==> config.mk <==
export PLATFORM = sky130hd
export DESIGN_NAME = dmem_mmio_responder
export DESIGN_NICKNAME = d
export VERILOG_FILES = /design/src/rtl/dmem_mmio_responder.sv
export SDC_FILE = /design/constraint.sdc
export NUM_CORES = 2
export LEC_CHECK = 0
export CORE_ASPECT_RATIO = 0.9
export CORE_MARGIN = 5
export CORE_UTILIZATION = 50
export CTS_CLUSTER_SIZE = 16
export DETAILED_ROUTE_END_ITERATION = 12
export HOLD_SLACK_MARGIN = 0.02
export PLACE_DENSITY_LB_ADDON = 0.15
export SLEW_MARGIN = 20
export SYNTH_ARGS = -nofsm -noshare
export SYNTH_HDL_FRONTEND = slang
export SYNTH_SLANG_ARGS = --single-unit
export TNS_END_PERCENT = 30
==> constraint.sdc <==
create_clock -name clk -period 3.1 [get_ports clk]
set_input_delay 0.62 -clock clk [delete_from_list [all_inputs] [get_ports clk]]
set_output_delay 0.62 -clock clk [all_outputs]
set_load 0.01 [all_outputs]
==> src/rtl/dmem_mmio_responder.sv <==
// Data-port responder for the pipelined core's M stage: word RAM plus a small MMIO bank
// (cycle counter, TOHOST mailbox, byte TX FIFO with valid/ready drain).
module dmem_mmio_responder #(
  parameter int RAM_WORDS  = 64,
  parameter int FIFO_DEPTH = 4
) (
  input  logic        clk,
  input  logic        reset,
  input  logic        MemWriteM,
  input  logic [31:0] ALUResultM,
  input  logic [31:0] WriteDataM,
  output logic [31:0] ReadDataM,
  output logic        tx_valid,
  output logic [7:0]  tx_data,
  input  logic        tx_ready,
  output logic        tohost_valid,
  output logic [31:0] tohost_data
);

  localparam int IDX_W = $clog2(RAM_WORDS);
  localparam int PTR_W = $clog2(FIFO_DEPTH);
  localparam int CNT_W = $clog2(FIFO_DEPTH + 1);

  typedef enum logic [1:0] {
    REG_CYCLE  = 2'd0,
    REG_TOHOST = 2'd1,
    REG_TXDATA = 2'd2,
    REG_STATUS = 2'd3
  } mmioReg_t;

  logic [31:0]      ram [RAM_WORDS];
  logic [7:0]       fifoMem [FIFO_DEPTH];
  logic [PTR_W-1:0] rdPtr;
  logic [PTR_W-1:0] wrPtr;
  logic [CNT_W-1:0] count;
  logic             overflow;
  logic [31:0]      cycleCount;

  logic             isMmio;
  mmioReg_t         mmioSel;
  logic [IDX_W-1:0] ramIdx;
  logic             fifoFull;
  logic             fifoEmpty;
  logic             pushReq;
  logic             pushAccept;
  logic             popAccept;
  logic             overflowSet;
  logic             overflowClear;
  logic             tohostWrite;
  logic [31:0]      statusWord;
  logic             unusedAddrBits;

  // Address decode: bit 31 splits RAM from MMIO; the bits in between alias.
  assign isMmio         = ALUResultM[31];
  assign mmioSel        = mmioReg_t'(ALUResultM[3:2]);
  assign ramIdx         = ALUResultM[IDX_W+1:2];
  assign unusedAddrBits = ^{ALUResultM[30:IDX_W+2], ALUResultM[1:0]};

  assign fifoFull  = (count == CNT_W'(FIFO_DEPTH));
  assign fifoEmpty = (count == '0);
  assign tx_valid  = !fifoEmpty;
  assign tx_data   = fifoMem[rdPtr];

  // A push into a full FIFO still lands when the head leaves in the same cycle.
  assign pushReq       = MemWriteM && isMmio && (mmioSel == REG_TXDATA);
  assign popAccept     = tx_valid && tx_ready;
  assign pushAccept    = pushReq && (!fifoFull || popAccept);
  assign overflowSet   = pushReq && fifoFull && !popAccept;
  assign overflowClear = MemWriteM && isMmio && (mmioSel == REG_STATUS) && WriteDataM[2];
  assign tohostWrite   = MemWriteM && isMmio && (mmioSel == REG_TOHOST);

  assign statusWord = {24'b0, 4'(count), 1'b0, overflow, fifoEmpty, fifoFull};

  // Combinational load path so the core gets its data in the same M cycle.
  always_comb begin
    ReadDataM = '0;
    if (!isMmio) begin
      ReadDataM = ram[ramIdx];
    end else begin
      unique case (mmioSel)
        REG_CYCLE:  ReadDataM = cycleCount;
        REG_TOHOST: ReadDataM = tohost_data;
        REG_TXDATA: ReadDataM = '0;
        REG_STATUS: ReadDataM = statusWord;
      endcase
    end
  end

  // RAM contents deliberately survive reset.
  always_ff @(posedge clk) begin
    if (MemWriteM && !isMmio) begin
      ram[ramIdx] <= WriteDataM;
    end
  end

  always_ff @(posedge clk) begin
    if (pushAccept) begin
      fifoMem[wrPtr] <= WriteDataM[7:0];
    end
  end

  always_ff @(posedge clk or posedge reset) begin
    if (reset) begin
      cycleCount <= '0;
    end else begin
      cycleCount <= cycleCount + 32'd1;
    end
  end

  always_ff @(posedge clk or posedge reset) begin
    if (reset) begin
      tohost_valid <= 1'b0;
      tohost_data  <= '0;
    end else if (tohostWrite) begin
      tohost_valid <= 1'b1;
      tohost_data  <= WriteDataM;
    end
  end

  // Pointer/count bookkeeping; a simultaneous push and pop leaves count unchanged.
  always_ff @(posedge clk or posedge reset) begin
    if (reset) begin
      rdPtr    <= '0;
      wrPtr    <= '0;
      count    <= '0;
      overflow <= 1'b0;
    end else begin
      if (pushAccept) begin
        wrPtr <= wrPtr + PTR_W'(1);
      end
      if (popAccept) begin
        rdPtr <= rdPtr + PTR_W'(1);
      end
      if (pushAccept && !popAccept) begin
        count <= count + CNT_W'(1);
      end else if (popAccept && !pushAccept) begin
        count <= count - CNT_W'(1);
      end
      if (overflowSet) begin
        overflow <= 1'b1;
      end else if (overflowClear) begin
        overflow <= 1'b0;
      end
    end
  end

endmodule
### Word level (Yosys, flattened, before mapping)

Memories as Yosys holds them, arrays and structs flattened.
Cells that the tools add are included.

| storage, ports and cells | value |
|---|---|
| flip-flop bits (word level) | 73 |
| bits in writable memories | 2,080 |
| bits of input ports | 68 |
| output and inout bits | 74 |
| logic and storage cells | 50 |
| memories kept | 2 |

Memories:

| name | depth | width | read ports | clocked after memory_dff | write ports | line | source |
|---|---|---|---|---|---|---|---|
| ram | 64 | 32 | 1 | 0 | 1 | 31 | `logic [31:0] ram [RAM_WORDS];` |
| fifoMem | 4 | 8 | 1 | 0 | 1 | 32 | `logic [7:0] fifoMem [FIFO_DEPTH];` |

| operators by class | value |
|---|---|
| $add $sub $neg | 5 |
| equal/unequal tests | 4 |
| multiplexer cells | 10 |
| reduce and logical (&&, ||, !) cells | 22 |

Operator list:

| operator | count |
|---|---|
| case mux 32 bit (4 select lines) | 1 |
| adder 32 x 1 -> 32 bit, second input constant | 1 |
| 2-to-1 mux 32 bit | 1 |
| logical AND 1 bit | 12 |
| 2-to-1 mux 1 bit | 6 |
| 2-to-1 mux 3 bit | 2 |
| zero test 1 bit | 5 |
| adder 2 x 1 -> 2 bit, second input constant | 2 |
| equality test 2 bit, second input constant | 2 |
| nonzero test 2 bit | 2 |
| adder 3 x 1 -> 3 bit, second input constant | 1 |
| equality test 3 bit, second input constant | 1 |
| zero test 3 bit | 1 |
| subtractor 3 x 1 -> 3 bit, second input constant | 1 |
| equality test 2 x 1 -> 1 bit, second input constant | 1 |
| zero test 2 bit | 1 |
| logical OR 1 bit | 1 |

### Logic depth before layout (Yosys ltp)

| depth | value |
|---|---|
| word-level depth | 9 |
| depth in mapped cells | 12 |
| gate-level depth less buffers | 9 |

### Worst setup path after synthesis

Ideal clock, no wire load.

| path | value |
|---|---|
| path type | input-to-reg |
| start point | in ALUResultM[2] |
| end point | mem ram[11][0], enable pin |
| setup time | 0.421 ns |
| arrival time | 3.519 ns |
| data required time | 2.679 ns |
| setup slack | -0.840 ns |
| stages on the path | 10 |
| path buffers | 8 |
| path through | buf_6 buf_12 buf_12 buf_6 buf_4 buf_4 buf_4 buf_4 nand3_1 nor2_1 |

RTL lines:

| what | line | source |
|---|---|---|
| start, declared | 10 | `input logic [31:0] ALUResultM,` |
| end, declared | 31 |  |

No word-level cell before the write port.

### Worst setup path after layout

| path | value |
|---|---|
| start point | in ALUResultM[2] |
| end point | out ReadDataM[26] |

| between the ends | value |
|---|---|
| cells in the longest elaborated chain, start to end | 3 |
| elaborated cells between the ends (all ways) | 7 |
| those cells by class | eq/ne (3); mux (2); reduce/logical (1); memory (1) |

RTL lines:

| what | line | source |
|---|---|---|
| branches (longest 2 deep; another with memory (64 x 32 bit)) | - |  |
| 2-to-1 mux 32 bit (*) | 77 | `if (!isMmio) begin` |
| end, declared | 12 | `output logic [31:0] ReadDataM,` |

Mark *: on every way between the ends.

==> flow_summary_export.csv <==
group,metric,value,unit
detailed_routing,postRouteAntennaNets,0,
global_routing,grt_pass1_vias,45300,
detailed_routing,via_per_inst,6.62,
die,fp.coreArea,166000,sq um
detailed_routing,wirelength,279000,um
worst_setup_path,critPathRequiredTime,2.48,ns
cts,clk_latency,0.85,ns
placement,numPortBuffers,116,
final_layout,areaGrowthSynthToFinish,24.1,%
global_routing,grt_start_max_net_pins,70,
sta,holdWs,0.135,ns
logic_synthesis,synth_xor_area_share,0.379,%
die,start_util,50.1,%
die,die_h,397,um
global_routing,grt_use_total,32.0,%
logic_synthesis,yosysTopAreaCell,"edfxtp_1",
worst_setup_path,cp_cell_sequence,"buf_16 > buf_16 > buf_8 > buf_4 > mux4_2 > mux4_2 > nand2_2 > nand4_1 > buf_4 > o21a_4 > buf_6",
logic_synthesis,synthCells,3788,
logic_synthesis,avgSynthCellArea,21.9,sq um
detailed_routing,drt_iter0_drc,7442,
logic_synthesis,syn_nets,3863,
sta,fmaxAchievable,258,MHz
logic_synthesis,synth_edf_count,2080,
sta,final_max_slew_viol_count,0,
placement,placed_area,94700,sq um
sta,grt_setup_unrepaired,"yes",
job,maxCapViolCount,0,
placement,place_ws,-1.78,ns
placement,dp_cells,6709,
final_layout,multiInputGateArea,19100,sq um
sta,setup_viol,32,
global_routing,grt_pass1_wl,380000,um
worst_setup_path,end_kind,"primary output",
final_layout,seq_area,64300,sq um
cts,cts_max_path_buffers,3,
die,dieArea,174000,sq um
logic_synthesis,synthFlopType,"edfxtp_1",
logic_synthesis,synth_compound_area_share,3.03,%
sta,fin_tns_setup,-16.08,ns
logic_synthesis,yosys-top-cells-area,"edfxtp_1 (75%), mux4_2 (14%), dfrtp_1 (2.2%)",
pwr,p_per_area,597,nW/um^2
final_layout,fin_nets,4827,
cts,cts-root-buf,"clkbuf_16",
pwr,p_leak,34.1,nW
outcome,violations,"negative setup slack",
cts,cts.sinks,2153,
final_layout,drive_above_1_share,39.9,%
placement,hpwl,183000,um
worst_setup_path,crit_fanout,7,
logic_synthesis,netlist_area,83100,sq um
final_layout,utilization,62.2,%
worst_setup_path,r2r-start,"cycleCount[9]",
pwr,peakVddDrop,0.000613,V
detailed_routing,dr_total_vias,47400,
logic_synthesis,synth_mux_area_share,15.6,%
logic_synthesis,synthArstFlopShare,3.39,%
worst_setup_path,cpPeakStageDelay,0.54,ns
sta,hold_violations,0,
sta,fin_crit_sh,125,%
die,die_x,440,um
detailed_routing,wl_per_cell,38.9,um
logic_synthesis,synthSimpleGateAreaFrac,2.06,%
global_routing,antenna_found_initial,16,
cts,cts_tree,"done",
logic_synthesis,synth-warning-count,0,
logic_synthesis,synth_top_area_share,75.2,%
worst_setup_path,worst_ep_arrival_time,3.26,ns
detailed_routing,post-route-drc-count,0,
logic_synthesis,synth_top_family_by_area,"multiplexers",
worst_setup_path,crit_slowest_cell,"mux4_2",
worst_setup_path,startpoint_type,"input port",
die,row_count,142,
sta,slew-limit-headroom,26.8,%
logic_synthesis,post-synth-top-count-cell,"edfxtp_1",
final_layout,final_cell_count_no_fill,7164,
logic_synthesis,yosys-top-cells-count,"edfxtp_1 (2080), mux4_2 (499), nor2_1 (116)",
sta,finalWorstSetupSlack,-0.776,ns
final_layout,nFillCells,11600,
logic_synthesis,synth_fa_ha_area_share,0.114,%
min_path,hp-class,"in2async",
logic_synthesis,synth-seq-cells,2153,
sta,skew,0.0239,ns
cts,clk_pin_slew,0.06,ns
sta,worstMarginPinSlew,1.10,ns
logic_synthesis,ys_seq_area_share,77.4,%
global_routing,grt.overflow.total,0,
cts,numCtsBuffers,210,
die,io_pins,142,
logic_synthesis,synth_cell_types,68,
worst_setup_path,crit_type,"in2out",
cts,cts-htree-levels,4,
final_layout,final_area,103000,sq um
sta,fin_crit,3.88,ns
pwr,power.total,61.6,mW
detailed_routing,dr.pass1.iters,6,
placement,gp_congestion,0.896,
outcome,status,"finished, violations left",
worst_setup_path,startpoint,"ALUResultM[2]",
[power breakdown]
part	leakage [nW]	total, mW	internal (mW)	switching, mW
Clock	3.11	24.1	13.2	11.0
Sequential	19.6	32.4	32.2	0.224
Combinational	11.4	5.08	2.29	2.79
Total	34.1	61.6	47.6	14.0
[critical path, delay by kind of cell]
kind	cells	cell delay, ns
AOI/OAI and AO/OA	1	0.21
buffers and inverters	6	0.94
muxes	2	1.04
and+or+nand+nor	2	0.42
[registers in the layout, indices dropped and copies added (netlist names)]
name,cells
fifoMem,32
rdPtr,2
tohost_data,32
cycleCount,32
overflow,1
tohost_valid,1
count,3
wrPtr,2
ram,2048
[cells by family (layout without fill, tap and decap cells)]
group / after synthesis / in the layout
mux: 661 / 661
flops: 2153 / 2153
other cells: 0 / 3
fa+ha+maj: 7 / 7
buf+inv: 219 / 1360
compound gates: 357 / 357
xor+xnor: 36 / 36
simple gates: 355 / 355
[metal layers]
layer	vias up	part of all wire [%]	global-route usage (%)
met5	-	0.0047	0
met1	25300	38	46.4
li1	18000	-	-
met4	2	4.2	11.4
met3	549	12	6.99
met2	3510	46	48.5
[layout make-up]
cell class / instances / area share [%]
diodes: 3 / 0.00728
clock buffers: 276 / 5.35
clock inverters: 113 / 0.856
inverters: 12 / 0.0497
multi-input cells: 1416 / 18.5
flip-flops and latches: 2153 / 62.3
well taps: 2232 / 2.71
repair buffers: 959 / 10.2
[what timing repair did]
item,4_1_cts,5_1_grt
endpoints found under the setup margin,40,32
pin swaps,54,39
resized for setup,301,96
hold buffers,0,0
endpoints found under the hold margin,0,0
cloned,8,1
setup buffers,49,15
[layout by cell type (no fill, tap or decap), types with 9 or more instances in the layout]
| cell type | n |
|---|---|
| a21oi_1 | 44 |
| a21oi_2 | 19 |
| a221oi_1 | 13 |
| a221oi_2 | 10 |
| a22o_1 | 11 |
| a22oi_1 | 69 |
| a22oi_2 | 25 |
| and3_1 | 10 |
| buf_12 | 206 |
| buf_16 | 20 |
| buf_2 | 48 |
| buf_4 | 570 |
| buf_6 | 46 |
| buf_8 | 11 |
| clkbuf_1 | 64 |
| clkbuf_16 | 211 |
| clkdlybuf4s50_1 | 37 |
| clkinv_1 | 55 |
| clkinv_2 | 33 |
| dfrtp_1 | 72 |
| dlygate4sd2_1 | 14 |
| edfxtp_1 | 2080 |
| mux2_2 | 68 |
| mux2i_1 | 88 |
| mux4_2 | 499 |
| nand2_1 | 83 |
| nand3_1 | 26 |
| nand4_1 | 16 |
| nor2_1 | 45 |
| nor2_4 | 68 |
| nor2b_1 | 13 |
| nor3_1 | 11 |
| o21ai_0 | 29 |
| o22ai_1 | 18 |
| o31a_1 | 12 |
| xnor2_1 | 27 |
| xor2_1 | 9 |
[worst paths after layout]
| check | to | depth (start not counted) | slack, ns |
|---|---|---|---|
| setup / recovery | ReadDataM[26] | 11 | -0.78 |
| hold / removal | wrPtr[1] | 2 | 0.14 |
| setup reg to reg | cycleCount[31] | 6 | 0.84 |
| hold reg to reg | tohost_valid | 1 | 0.46 |
| max in group asynchronous | cycleCount[23] | 3 | 2.27 |
| min in group clk | ram[2][8] | 1 | 0.16 |
Power figures use the tool's default switching activity.
